===== config.mk =====
export PLATFORM = sky130hd
export DESIGN_NAME = bit_serializer
export DESIGN_NICKNAME = d
export VERILOG_FILES = /design/src/rtl/ser_pkg.sv /design/src/rtl/ser_hold_buf.sv /design/src/rtl/bit_serializer.sv
export SDC_FILE = /design/constraint.sdc
export NUM_CORES = 1
export LEC_CHECK = 0
export CAP_MARGIN = 20
export CORE_MARGIN = 2
export CORE_UTILIZATION = 35
export DETAILED_ROUTE_END_ITERATION = 10
export PLACE_DENSITY = 0.52
export SYNTH_ARGS = -nofsm -noshare
export SYNTH_HDL_FRONTEND = slang
export SYNTH_SLANG_ARGS = --single-unit

===== constraint.sdc =====
create_clock -name clk -period 2.33 [get_ports clk]
set_input_delay 0.466 -clock clk [delete_from_list [all_inputs] [get_ports clk]]
set_output_delay 0.466 -clock clk [all_outputs]
set_load 0.02 [all_outputs]

===== src/rtl/ser_pkg.sv =====
// ============================================================================
//  Module      : ser_pkg
//  Description : Shared types and constants for the bit_serializer block:
//                shifter state encoding, maximum word width and the parity
//                helper used by the optional parity stage.
//  Revision    : 1.0  initial release
// ============================================================================
`default_nettype none

package ser_pkg;

    // Shifter states; S_PAR is only reachable when parity is compiled in
    typedef enum logic [1:0] {
        S_IDLE = 2'd0,
        S_DATA = 2'd1,
        S_PAR  = 2'd2
    } ser_state_t;

    localparam int SER_MAX_WIDTH = 32;

    // Even parity of a word zero-extended to the maximum width
    function automatic logic ser_even_parity(input logic [SER_MAX_WIDTH-1:0] word);
        return ^word;
    endfunction

endpackage

`default_nettype wire


===== src/rtl/ser_hold_buf.sv =====
// ============================================================================
//  Module      : ser_hold_buf
//  Description : One-entry holding buffer in front of the shifter. Written on
//                an accepted handshake, read-and-cleared when the shifter
//                loads. Lets the next word wait while the current one shifts.
//  Revision    : 1.0  initial release
// ============================================================================
`default_nettype none

module ser_hold_buf
    import ser_pkg::*;
#(
    parameter int WIDTH = 8
) (
    input  logic             clk,
    input  logic             reset,
    input  logic             wr_en,
    input  logic [WIDTH-1:0] wr_data,
    input  logic             rd_en,
    output logic             hvalid,
    output logic [WIDTH-1:0] hbuf
);

    logic             hvalid_q, hvalid_d;
    logic [WIDTH-1:0] hbuf_q,   hbuf_d;

    // Next-state: a load empties the entry; an accept fills it. The two never
    // coincide because an accept needs the entry empty and a load needs it full.
    always_comb begin
        hvalid_d = hvalid_q;
        hbuf_d   = hbuf_q;
        if (rd_en) begin
            hvalid_d = 1'b0;
            hbuf_d   = '0;
        end
        if (wr_en) begin
            hvalid_d = 1'b1;
            hbuf_d   = wr_data;
        end
    end

    // Buffer registers with synchronous reset
    always_ff @(posedge clk) begin
        if (reset) begin
            hvalid_q <= 1'b0;
            hbuf_q   <= '0;
        end else begin
            hvalid_q <= hvalid_d;
            hbuf_q   <= hbuf_d;
        end
    end

    assign hvalid = hvalid_q;
    assign hbuf   = hbuf_q;

endmodule

`default_nettype wire


===== src/rtl/bit_serializer.sv =====
// ============================================================================
//  Module      : bit_serializer
//  Description : Parallel-to-serial front end for the 1101 sequence
//                detectors. Accepts WIDTH-bit words (2..32) over valid/ready
//                and shifts them out one bit per clock on x, MSB or LSB first.
//                A one-entry holding buffer allows gapless back-to-back words.
//                Optional feature macro: SER_PARITY_EN appends one even-parity
//                bit after each word's data bits.
//  Revision    : 1.0  initial release
// ============================================================================
`default_nettype none

module bit_serializer
    import ser_pkg::*;
#(
    parameter int WIDTH     = 8,
    parameter bit MSB_FIRST = 1'b1
) (
    input  logic             clk,
    input  logic             reset,
    input  logic [WIDTH-1:0] din,
    input  logic             din_valid,
    output logic             din_ready,
    output logic             x,
    output logic             x_valid,
    output logic             word_done
);

    localparam int                CNT_W    = $clog2(WIDTH);
    localparam logic [CNT_W-1:0]  CNT_LAST = CNT_W'(WIDTH - 1);

    ser_state_t       state_q, state_d;
    logic [WIDTH-1:0] shreg_q, shreg_d;
    logic [CNT_W-1:0] cnt_q,   cnt_d;
    logic             x_q,         x_d;
    logic             x_valid_q,   x_valid_d;
    logic             word_done_q, word_done_d;
`ifdef SER_PARITY_EN
    logic             par_q, par_d;
`endif

    logic             hvalid;
    logic [WIDTH-1:0] hbuf;
    logic             accept;
    logic             load;
    logic             last_bit;

    assign din_ready = !hvalid && !reset;
    assign accept    = din_valid && din_ready;
    assign last_bit  = (cnt_q == CNT_LAST);

    ser_hold_buf #(
        .WIDTH (WIDTH)
    ) u_hold_buf (
        .clk     (clk),
        .reset   (reset),
        .wr_en   (accept),
        .wr_data (din),
        .rd_en   (load),
        .hvalid  (hvalid),
        .hbuf    (hbuf)
    );

    // Shifter FSM next-state; a reload on the last bit keeps words gapless
    always_comb begin
        state_d = state_q;
        shreg_d = shreg_q;
        cnt_d   = cnt_q;
        load    = 1'b0;
`ifdef SER_PARITY_EN
        par_d   = par_q;
`endif
        case (state_q)
            S_IDLE: begin
                if (hvalid) begin
                    load = 1'b1;
                end
            end
            S_DATA: begin
                if (!last_bit) begin
                    if (MSB_FIRST) begin
                        shreg_d = {shreg_q[WIDTH-2:0], 1'b0};
                    end else begin
                        shreg_d = {1'b0, shreg_q[WIDTH-1:1]};
                    end
                    cnt_d = cnt_q + CNT_W'(1);
                end else begin
`ifdef SER_PARITY_EN
                    state_d = S_PAR;
`else
                    if (hvalid) begin
                        load = 1'b1;
                    end else begin
                        state_d = S_IDLE;
                    end
`endif
                end
            end
`ifdef SER_PARITY_EN
            S_PAR: begin
                if (hvalid) begin
                    load = 1'b1;
                end else begin
                    state_d = S_IDLE;
                end
            end
`endif
            default: begin
                state_d = S_IDLE;
            end
        endcase

        if (load) begin
            state_d = S_DATA;
            shreg_d = hbuf;
            cnt_d   = '0;
`ifdef SER_PARITY_EN
            par_d   = ser_even_parity(SER_MAX_WIDTH'(hbuf));
`endif
        end
    end

    // Output decode from the next state so x/x_valid/word_done are registered
    always_comb begin
        x_d         = 1'b0;
        x_valid_d   = 1'b0;
        word_done_d = 1'b0;
        case (state_d)
            S_DATA: begin
                x_d       = MSB_FIRST ? shreg_d[WIDTH-1] : shreg_d[0];
                x_valid_d = 1'b1;
`ifndef SER_PARITY_EN
                word_done_d = (cnt_d == CNT_LAST);
`endif
            end
`ifdef SER_PARITY_EN
            S_PAR: begin
                x_d         = par_d;
                x_valid_d   = 1'b1;
                word_done_d = 1'b1;
            end
`endif
            default: begin
                x_d         = 1'b0;
                x_valid_d   = 1'b0;
                word_done_d = 1'b0;
            end
        endcase
    end

    // State, shifter, counter and output registers; reset discards any word
    always_ff @(posedge clk) begin
        if (reset) begin
            state_q     <= S_IDLE;
            shreg_q     <= '0;
            cnt_q       <= '0;
            x_q         <= 1'b0;
            x_valid_q   <= 1'b0;
            word_done_q <= 1'b0;
`ifdef SER_PARITY_EN
            par_q       <= 1'b0;
`endif
        end else begin
            state_q     <= state_d;
            shreg_q     <= shreg_d;
            cnt_q       <= cnt_d;
            x_q         <= x_d;
            x_valid_q   <= x_valid_d;
            word_done_q <= word_done_d;
`ifdef SER_PARITY_EN
            par_q       <= par_d;
`endif
        end
    end

    assign x         = x_q;
    assign x_valid   = x_valid_q;
    assign word_done = word_done_q;

endmodule

`default_nettype wire


==> results of run 1 <==
==> metrics by stage <==
step / utilization / setup slack, ns / hold WS (ns) / area (sq um) / std cells
2_1_floorplan: - / 0.852 / 0.456 / 1080 / 114
3_3_place_gp: 0.404 / 0.178 / 0.480 / 1210 / 154
3_5_place_dp: 0.404 / 0.179 / 0.482 / 1210 / 154
4_1_cts: 0.413 / 0.164 / 0.504 / 1240 / 158
5_1_grt: 0.413 / 0.120 / 0.534 / 1240 / 158
6_report: 0.413 / 0.164 / 0.499 / 1240 / 158
==> metal layers <==
layer | vias up | share of wire | global-route usage | wire length [um]
met5 | - | 0 | 0 | 0
met4 | 0 | 0.023 | 0.0667 | 49
met3 | 5 | 0.050 | 0.0328 | 107
met2 | 23 | 0.42 | 0.207 | 913
li1 | 421 | - | - | -
met1 | 395 | 0.50 | 0.196 | 1080
==> final cells by class <==
class | count | area, sq um
Clock buffer | 4 | 26.3
Fill cell | 316 | 1760
Multi-Input combinational cell | 81 | 523
Sequential cell | 25 | 500
Tap cell | 33 | 41.3
Timing Repair Buffer | 15 | 148
==> critical path, stage by stage <==
cell and delay [ns]:
clkdlybuf4s50_1 0.46, nor2_1 0.15, clkdlybuf4s50_1 0.62
==> sequential cells by signal (all words and copies together), names as in the netlist <==
register and flops:
u_hold_buf.hvalid 1, shreg_q 8, state_q 2, x 1, cnt_q 3, x_valid 1
word_done 1, u_hold_buf.hbuf 8
==> kinds of logic after synthesis <==
family / count (synthesis) / share of synthesized area
muxes: 2 / 0.0197
adders and majority gates: 1 / 0.0116
buffers and inverters: 8 / 0.0521
AOI/OAI and AO/OA: 22 / 0.190
DFF: 25 / 0.463
and+or+nand+nor: 53 / 0.243
other: 1 / 0.00347
xor gates and xnor gates: 2 / 0.0162
==> cell usage after synthesis (2+ instances only) <==
cell       instances
nor3_1            11
a2bb2oi_1          7
a22oi_1            2
nand3b_1           2
or2b_1             2
nand2_1            8
buf_2              2
dfxtp_1           25
a21oi_1            3
a221oi_1           3
buf_6              3
nor2_1            22
clkbuf_1           2
==> power by group through the flow <==
stage          registers (mW)  clock network (mW)  logic (mW)
2_1_floorplan           0.467                   0      0.0767
3_3_place_gp            0.470                   0       0.105
3_5_place_dp            0.471                   0       0.107
4_1_cts                 0.462               0.203       0.108
5_1_grt                 0.465               0.227       0.120
6_report                0.461               0.197       0.107
==> worst max path at each step <==
stage	cells past startpoint	slack [ns]	from	endpoint
final	3	0.16	reset	din_ready
after global routing	3	0.12	reset	din_ready
after CTS	3	0.16	reset	din_ready
after detailed placement	3	0.18	reset	din_ready
after global placement	3	0.18	reset	din_ready
after floorplan	5	0.85	cnt_q[0]$_SDFF_PP0_	shreg_q[7]$_SDFF_PP0_
==> run summary, run 1 <==
Critical Path Source Type - primary input
1st-iter DRT viols - 39
Cell internal pwr - 568 uW
Unrepaired setup endpoints after global routing - false
Top Ports - 15
Primary FF master, synth - dfxtp_1
Share of the synthesized area in the top cell type - 0.463
Clk root buf - clkbuf_4
DIE HEIGHT - 59.5 um
Diode count - 0
Final setup TNS - 0 ns
Vias in the first global route - 766
Most common cell after layout, fill and taps aside - dfxtp_1
CTS tree - done
Synth Register Bits - 25
NetSw - 198 uW
Die width - 59.5 um
Worst path arrival time - 1.70 ns
Die area - 3550 sq um
Skew-Pair Late Insertion Delay - 0.32 ns
Hold Crit Start - shreg_q[2]$_SDFFE_PP0P_
Share of power burned in registers - 0.603
Core area - 3000 sq um
Clock Path Buffers - 2
# resized after CTS - 0
Top cells by area, synth - dfxtp_1 46%, nor2_1 7.6%, a2bb2oi_1 5.7%, nor3_1 5.1%, buf_6 3.1%
Async SR Flop Fraction - 0
Reg-to-Reg End - x$_SDFF_PP0_
Largest net degree at the start of global routing - 25
Hold_buf cts - 0
Combinational group share of total power - 0.139
Placer's final routability congestion estimate - 0.689
Max FO, Critical Path - 3
Wire length of the first global-routing pass - 3660 um
Post-Synthesis Mean Instance Area - 9.47 sq um
Post-CTS Setup Repair Bufs - 0
VDD IR max - 286 uV
Setup Skew - 0.00697 ns
Drt total wl - 2150 um
Crit path kind - in -> out
Final Hold Fails - 0
Per-cell routed wire length - 13.6 um
Net Sw Frac - 0.258
Fin. max-slew vios - 0
Num rows - 20
Yosys top cell by area - dfxtp_1
Synth cell types - 35
Antenna Nets Post-Route - 0
Fin crit period - 2.17 ns
Mapped cell area - 1080 sq um
Overflow left after global routing - 0
Power Total - 765 uW
Layout cells sized above 1 - 0.104
Starting density of the core - 0.360
Leak - 0.469 nW
Yosys warning total - 0
Max cap viols - 0
CTS H-Tree Depth - 1
CTS Buf Count - 3
Seq/Total Area, Yosys - 0.463
Reg2reg setup slack - 0.64 ns
PwrDens - 618 nW/um^2
Mapped Cells - 114
Initial antenna violation count - 0
Post-synth EDFFs - 0
Worst-path clk slew - 0.13 ns
Crit Reg-Reg Startpoint - cnt_q[0]$_SDFF_PP0_
DR pass1 iterations - 4
Most frequent cells in the layout - 25 x dfxtp_1, 22 x nor2_1, 14 x clkdlybuf4s50_1, 11 x nor3_1, 8 x nand2_1
Total Nets Final - 138
Layout Area Growth over Synthesis - 14.7%
Crit. End Element - output pin
Status - finished, final reports clean
Overall routing resource usage - 0.142
Clk pwr share - 0.258
Max Freq - 462 MHz
Sink Count - 25
Detailed Place HPWL - 1440 um
Drt drc - 0
Syn nets - 126
Crit share post-route - 0.930
Worst EP required - 1.86 ns
Number of setup violations in the final report - 0
Cells on worst reg2reg path - 5
Min-delay worst type - reg -> reg
Buffers on Ports - 14
Post-DR vias/cell - 5.34
Hold path depth - 2
Worst hold endpoint - shreg_q[2]$_SDFFE_PP0P_
Vias post-DR - 844
Note: power is estimated with default switching activity, not from simulation.
==> run 2: changes to the inputs <==
CORE_MARGIN = 5   (was 2)
==> run summary, run 2 (same netlist as run 1, synthesis figures left out) <==
Antenna Nets Post-Route - 0 (unchanged)
Die width - 65.5 um (was 59.5 um)
Buffers on Ports - 14 (unchanged)
CP cell instances - clkdlybuf4s50_1 -> nor2_1 -> clkdlybuf4s50_1 (unchanged)
Pre-CTS WS - 0.177 ns (was 0.179 ns)
Leak - 0.472 nW (was 0.469 nW)
Status - finished, final reports clean (unchanged)
Post-DR vias/cell - 5.24 (was 5.34)
Starting density of the core - 0.360 (unchanged)
CP delay by family, top - buffers and inverters (unchanged)
Slowest cell on the critical path - clkdlybuf4s50_1 (unchanged)
Overflow left after global routing - 0 (unchanged)
Core area - 3000 sq um (unchanged)
Skew-Pair Late Insertion Delay - 0.32 ns (about the same)
Worst stage delay on the critical path - 0.62 ns (about the same)
Worst EP required - 1.86 ns (about the same)
Number of setup violations in the final report - 0 (unchanged)
Final core utilization - 0.413 (about the same)
Min-delay worst type - reg -> reg (unchanged)
Hold_buf cts - 0 (unchanged)
Worst-path clk slew - 0.14 ns (was 0.13 ns)
Most frequent cells in the layout - 25 x dfxtp_1, 22 x nor2_1, 14 x clkdlybuf4s50_1, 11 x nor3_1, 8 x nand2_1 (unchanged)
Layout cells sized above 1 - 0.112 (was 0.104)
Number of stages on the worst setup path - 3 (unchanged)
Unrepaired setup endpoints after global routing - false (unchanged)
Fin crit period - 2.16 ns (was 2.17 ns)
DR pass1 iterations - 4 (unchanged)
Clock Path Buffers - 2 (unchanged)
Max cap viols - 0 (unchanged)
Most common cell after layout, fill and taps aside - dfxtp_1 (unchanged)
Crit path kind - in -> out (unchanged)
Vias in the first global route - 780 (was 766)
Diode count - 0 (unchanged)
Drt drc - 0 (unchanged)
Power Total - 764 uW (was 765 uW)
Max Freq - 463 MHz (was 462 MHz)
Worst path arrival time - 1.69 ns (was 1.70 ns)
Setup Skew - 0.00727 ns (was 0.00697 ns)
Non-filler cells, final - 158 (unchanged)
DIE HEIGHT - 65.5 um (was 59.5 um)
Overall routing resource usage - 0.109 (was 0.142)
Die area - 4300 sq um (was 3550 sq um)
Placer's final routability congestion estimate - 0.756 (was 0.689)
Max FO, Critical Path - 3 (unchanged)
WP buf/inv - 2 (unchanged)
Wire length of the first global-routing pass - 3640 um (was 3660 um)
Total Nets Final - 138 (unchanged)
DP Cell Count - 154 (unchanged)
1st-iter DRT viols - 34 (was 39)
Vias post-DR - 828 (was 844)
Final WS setup - 0.170 ns (was 0.164 ns)
CTS H-Tree Depth - 1 (unchanged)
Fin. max-slew vios - 0 (unchanged)
Clk root buf - clkbuf_4 (unchanged)
Critical path's most frequent cell - clkdlybuf4s50_1 (unchanged)
Hold path depth - 2 (unchanged)
Cells on worst reg2reg path - 5 (unchanged)
Detailed Place HPWL - 1440 um (about the same)
PwrDens - 616 nW/um^2 (was 618 nW/um^2)
Layout Area Growth over Synthesis - 14.8% (was 14.7%)
Post-CTS Setup Repair Bufs - 0 (unchanged)
CTS tree - done (unchanged)
Drt total wl - 2100 um (was 2150 um)
Crit share post-route - 0.927 (was 0.930)
Crit. End Element - output pin (unchanged)
Num rows - 20 (unchanged)
Per-cell routed wire length - 13.3 um (was 13.6 um)
# resized after CTS - 0 (unchanged)
Final setup TNS - 0 ns (unchanged)
Critical Path Source Type - primary input (unchanged)
VDD IR max - 452 uV (was 286 uV)
CTS Buf Count - 3 (unchanged)
Top Ports - 15 (unchanged)
Final Hold Fails - 0 (unchanged)
Sink Count - 25 (unchanged)
Largest net degree at the start of global routing - 25 (unchanged)
Initial antenna violation count - 0 (unchanged)
run 2: cell type report:
class,count,area (sq um)
clock buffers,3,22.5
flip-flops and latches,25,500
fillers,314,1760
multi-input cells,81,523
clock inverters,1,5.00
repair buffers,15,148
well taps,33,41.3
run 2: final timing paths:
path / start / endpoint / slack (ns)
worst max-delay path: reset / din_ready / 0.17
worst min-delay path: shreg_q[2]$_SDFFE_PP0P_ / shreg_q[2]$_SDFFE_PP0P_ / 0.50
worst max register to register: cnt_q[0]$_SDFF_PP0_ / x$_SDFF_PP0_ / 0.62
worst min register to register: shreg_q[2]$_SDFFE_PP0P_ / shreg_q[2]$_SDFFE_PP0P_ / 0.50
run 2: layer usage:
layer,track usage,share of wire,vias to the layer above,wire length [um]
met3,0.0359,0.039,2,82
met5,0,0,-,0
met1,0.148,0.49,393,1040
met2,0.163,0.46,14,964
met4,0.0363,0.0086,0,18
li1,-,-,419,-
run 2: tightest hold or removal path: stages, from the launching register on:
cell,delay [ns]
dfxtp_1,0.33
nor2_1,0.09
nor3_1,0.05
run 2: power by group:
group | internal [mW] | leakage [nW] | switching [mW] | total [mW]
logic | 0.0538 | 0.250 | 0.0519 | 0.106
clock network | 0.0643 | 0.0177 | 0.133 | 0.197
registers | 0.447 | 0.204 | 0.0139 | 0.461
total | 0.565 | 0.472 | 0.199 | 0.764
run 2: through the flow:
| stage | hold WS (ns) | instance area (sq um) |
|---|---|---|
| after global placement | 0.479 | 1210 |
| after floorplan | 0.456 | 1080 |
| after detailed placement | 0.477 | 1210 |
| final | 0.497 | 1240 |
| after CTS | 0.500 | 1240 |
| after global routing | 0.516 | 1240 |
==> run 3: changes to the inputs <==
ABC_AREA = 1   (was not set)
==> run summary, run 3 <==
Total Nets Final - 177 (was 138)
Max Freq - 483 MHz (was 463 MHz)
Core area - 3000 sq um (unchanged)
Area post-placement - 1250 sq um (was 1210 sq um)
Fin. max-slew vios - 0 (unchanged)
Leak - 0.525 nW (was 0.472 nW)
Combinational group share of total power - 0.148 (was 0.138)
Post-Synthesis Mean Instance Area - 7.29 sq um (was 9.47 sq um)
Largest net degree at the start of global routing - 17 (was 25)
Clk root buf - clkbuf_4 (unchanged)
# resized after CTS - 0 (unchanged)
DR pass1 iterations - 4 (unchanged)
Most common cell in the netlist - nand2_1 (was dfxtp_1)
Vias post-DR - 876 (was 828)
NetSw - 208 uW (was 199 uW)
Yosys warning total - 0 (unchanged)
Number of setup violations in the final report - 0 (unchanged)
Placer's final routability congestion estimate - 0.725 (was 0.756)
Top Ports - 15 (unchanged)
Net Sw Frac - 0.270 (was 0.260)
Synth Area in Compound Gates - 0.0806 (was 0.190)
Share of power burned in registers - 0.597 (was 0.603)
Final instance area - 1270 sq um (was 1240 sq um)
Layout cells sized above 1 - 0.140 (was 0.112)
Non-filler cells, final - 197 (was 158)
CTS tree - done (unchanged)
Sink Count - 25 (unchanged)
Yosys top cell by area - dfxtp_1 (unchanged)
Unrepaired setup endpoints after global routing - false (unchanged)
DP Cell Count - 193 (was 154)
PwrDens - 604 nW/um^2 (was 616 nW/um^2)
Cell internal pwr - 562 uW (was 565 uW)
Share of the synthesized area in the top cell type - 0.467 (was 0.463)
Worst EP required - 1.86 ns (about the same)
Critical Path Source Type - primary input (unchanged)
Mapped Cells - 147 (was 114)
Fin crit period - 2.07 ns (was 2.16 ns)
Per-cell routed wire length - 10.4 um (was 13.3 um)
Final setup TNS - 0 ns (unchanged)
Wire length of the first global-routing pass - 3600 um (was 3640 um)
Crit path kind - in -> out (unchanged)
Most common cell after layout, fill and taps aside - nand2_1 (was dfxtp_1)
Setup Skew - 0.00640 ns (was 0.00727 ns)
Post-DR vias/cell - 4.45 (was 5.24)
Final core utilization - 0.425 (was 0.413)
Skew-Pair Late Insertion Delay - 0.32 ns (about the same)
Final Hold Fails - 0 (unchanged)
1st-iter DRT viols - 22 (was 34)
CTS Buf Count - 3 (unchanged)
Hold Crit Start - u_hold_buf.hbuf[0]$_SDFFE_PP0P_ (was shreg_q[2]$_SDFFE_PP0P_)
Mapped cell area - 1070 sq um (was 1080 sq um)
VDD IR max - 300 uV (was 452 uV)
Overflow left after global routing - 0 (unchanged)
Worst path arrival time - 1.61 ns (was 1.69 ns)
Min-delay worst type - reg -> reg (unchanged)
Post-synth EDFFs - 0 (unchanged)
Async SR Flop Fraction - 0 (unchanged)
Drt drc - 0 (unchanged)
Top cells by area, synth - dfxtp_1 47%, nand2_1 16%, nor2_1 5.3%, a21oi_1 5.1%, inv_1 4.6% (was dfxtp_1 46%, nor2_1 7.6%, a2bb2oi_1 5.7%, nor3_1 5.1%, buf_6 3.1%)
Crit share post-route - 0.889 (was 0.927)
Synth Area in XOR/XNOR - 0 (was 0.0162)
Adder-cell area share of the yosys netlist - 0.0117 (was 0.0116)
Worst-path clk slew - 0.14 ns (about the same)
Most instantiated cells after synthesis - 45 x nand2_1, 25 x dfxtp_1, 15 x nor2_1, 13 x inv_1, 11 x a21oi_1 (was 25 x dfxtp_1, 22 x nor2_1, 11 x nor3_1, 8 x nand2_1, 7 x a2bb2oi_1)
Post-CTS Setup Repair Bufs - 0 (unchanged)
Post-Synth Simple-Gate Area - 0.362 (was 0.243)
DIE HEIGHT - 65.3 um (was 65.5 um)
Crit. End Element - output pin (unchanged)
Syn nets - 159 (was 126)
Synth Register Bits - 25 (unchanged)
Hold_buf cts - 0 (unchanged)
Clk pwr share - 0.254 (was 0.258)
Diode count - 0 (unchanged)
Status - finished, final reports clean (unchanged)
Die area - 4270 sq um (was 4300 sq um)
Initial antenna violation count - 0 (unchanged)
Starting density of the core - 0.357 (was 0.360)
Worst setup path startpoint - reset (unchanged)
Overall routing resource usage - 0.107 (was 0.109)
Buffers on Ports - 14 (unchanged)
Post-synthesis mux area share - 0 (was 0.0197)
Detailed Place HPWL - 1480 um (was 1440 um)
Vias in the first global route - 838 (was 780)
Antenna Nets Post-Route - 0 (unchanged)
CTS H-Tree Depth - 1 (unchanged)
Combinational family with the most area after synthesis - simple AND/OR/NAND/NOR gates (unchanged)
Num rows - 20 (unchanged)
Max FO, Critical Path - 2 (was 3)
Max cap viols - 0 (unchanged)
Drt total wl - 2050 um (was 2100 um)
Clock Path Buffers - 2 (unchanged)
Synth cell types - 22 (was 35)
Primary FF master, synth - dfxtp_1 (unchanged)
Most frequent cells in the layout - 45 x nand2_1, 25 x dfxtp_1, 15 x nor2_1, 14 x clkdlybuf4s50_1, 13 x inv_1 (was 25 x dfxtp_1, 22 x nor2_1, 14 x clkdlybuf4s50_1, 11 x nor3_1, 8 x nand2_1)
Die width - 65.3 um (was 65.5 um)
Seq/Total Area, Yosys - 0.467 (was 0.463)
Layout Area Growth over Synthesis - 19.0% (was 14.8%)
Crit Reg-Reg Startpoint - cnt_q[0]$_SDFF_PP0_ (unchanged)
==> run 3: cell count changes after synthesis, moves of 8 or more <==
cell and change:
inv_1 +13, nand3_1 +9, a21oi_1 +8, nor3_1 -10, nand2_1 +37
==> run 3: layout make-up <==
| type | instances | area, sq um |
|---|---|---|
| multi-input cells | 103 | 490 |
| clock buffers | 4 | 26.3 |
| fillers | 328 | 1730 |
| repair buffers | 15 | 148 |
| flip-flops and latches | 25 | 500 |
| well taps | 33 | 41.3 |
| inverters | 17 | 68.8 |
==> run 3: critical path: stages <==
cell	delay, ns
clkdlybuf4s50_1	0.43
nor2_2	0.10
clkdlybuf4s50_1	0.61
==> run 3: power by group through the flow <==
stage	registers [mW]	clock network (mW)	logic, mW
floorplan	0.469	0	0.0759
global placement	0.470	0	0.115
detailed placement	0.470	0	0.115
CTS	0.461	0.200	0.116
global route	0.464	0.220	0.129
finish	0.460	0.196	0.114
==> run 3: cells by family (layout without fill, tap and decap cells) <==
| kind of cell | Yosys count | after routing |
|---|---|---|
| adder cells (fa/ha/maj) | 1 | 1 |
| buffers and inverters | 19 | 36 |
| AO/OA/AOI/OAI | 16 | 16 |
| flip-flops | 25 | 25 |
| AND/OR/NAND/NOR | 85 | 85 |
| other | 1 | 1 |
==> run 3: layer usage <==
layer,routed length [um],global-route usage
met5,0,0
met3,73,0.0256
met4,40,0.0466
met1,1060,0.141
met2,876,0.164
==> run 3: through the flow <==
stage | power, mW | hold slack [ns] | setup slack, ns
after global placement | 0.585 | 0.449 | 0.250
after floorplan | 0.545 | 0.439 | 0.968
final | 0.771 | 0.469 | 0.258
after CTS | 0.776 | 0.474 | 0.252
after global routing | 0.813 | 0.489 | 0.218
after detailed placement | 0.585 | 0.455 | 0.251
==> run 3: final timing paths <==
check | end | slack (ns) | cells past startpoint
min reg2reg | shreg_q[0]$_SDFFE_PP0P_ | 0.47 | 2
max reg2reg | shreg_q[4]$_SDFFE_PP0P_ | 0.92 | 8
min | shreg_q[0]$_SDFFE_PP0P_ | 0.47 | 2
max | din_ready | 0.26 | 3
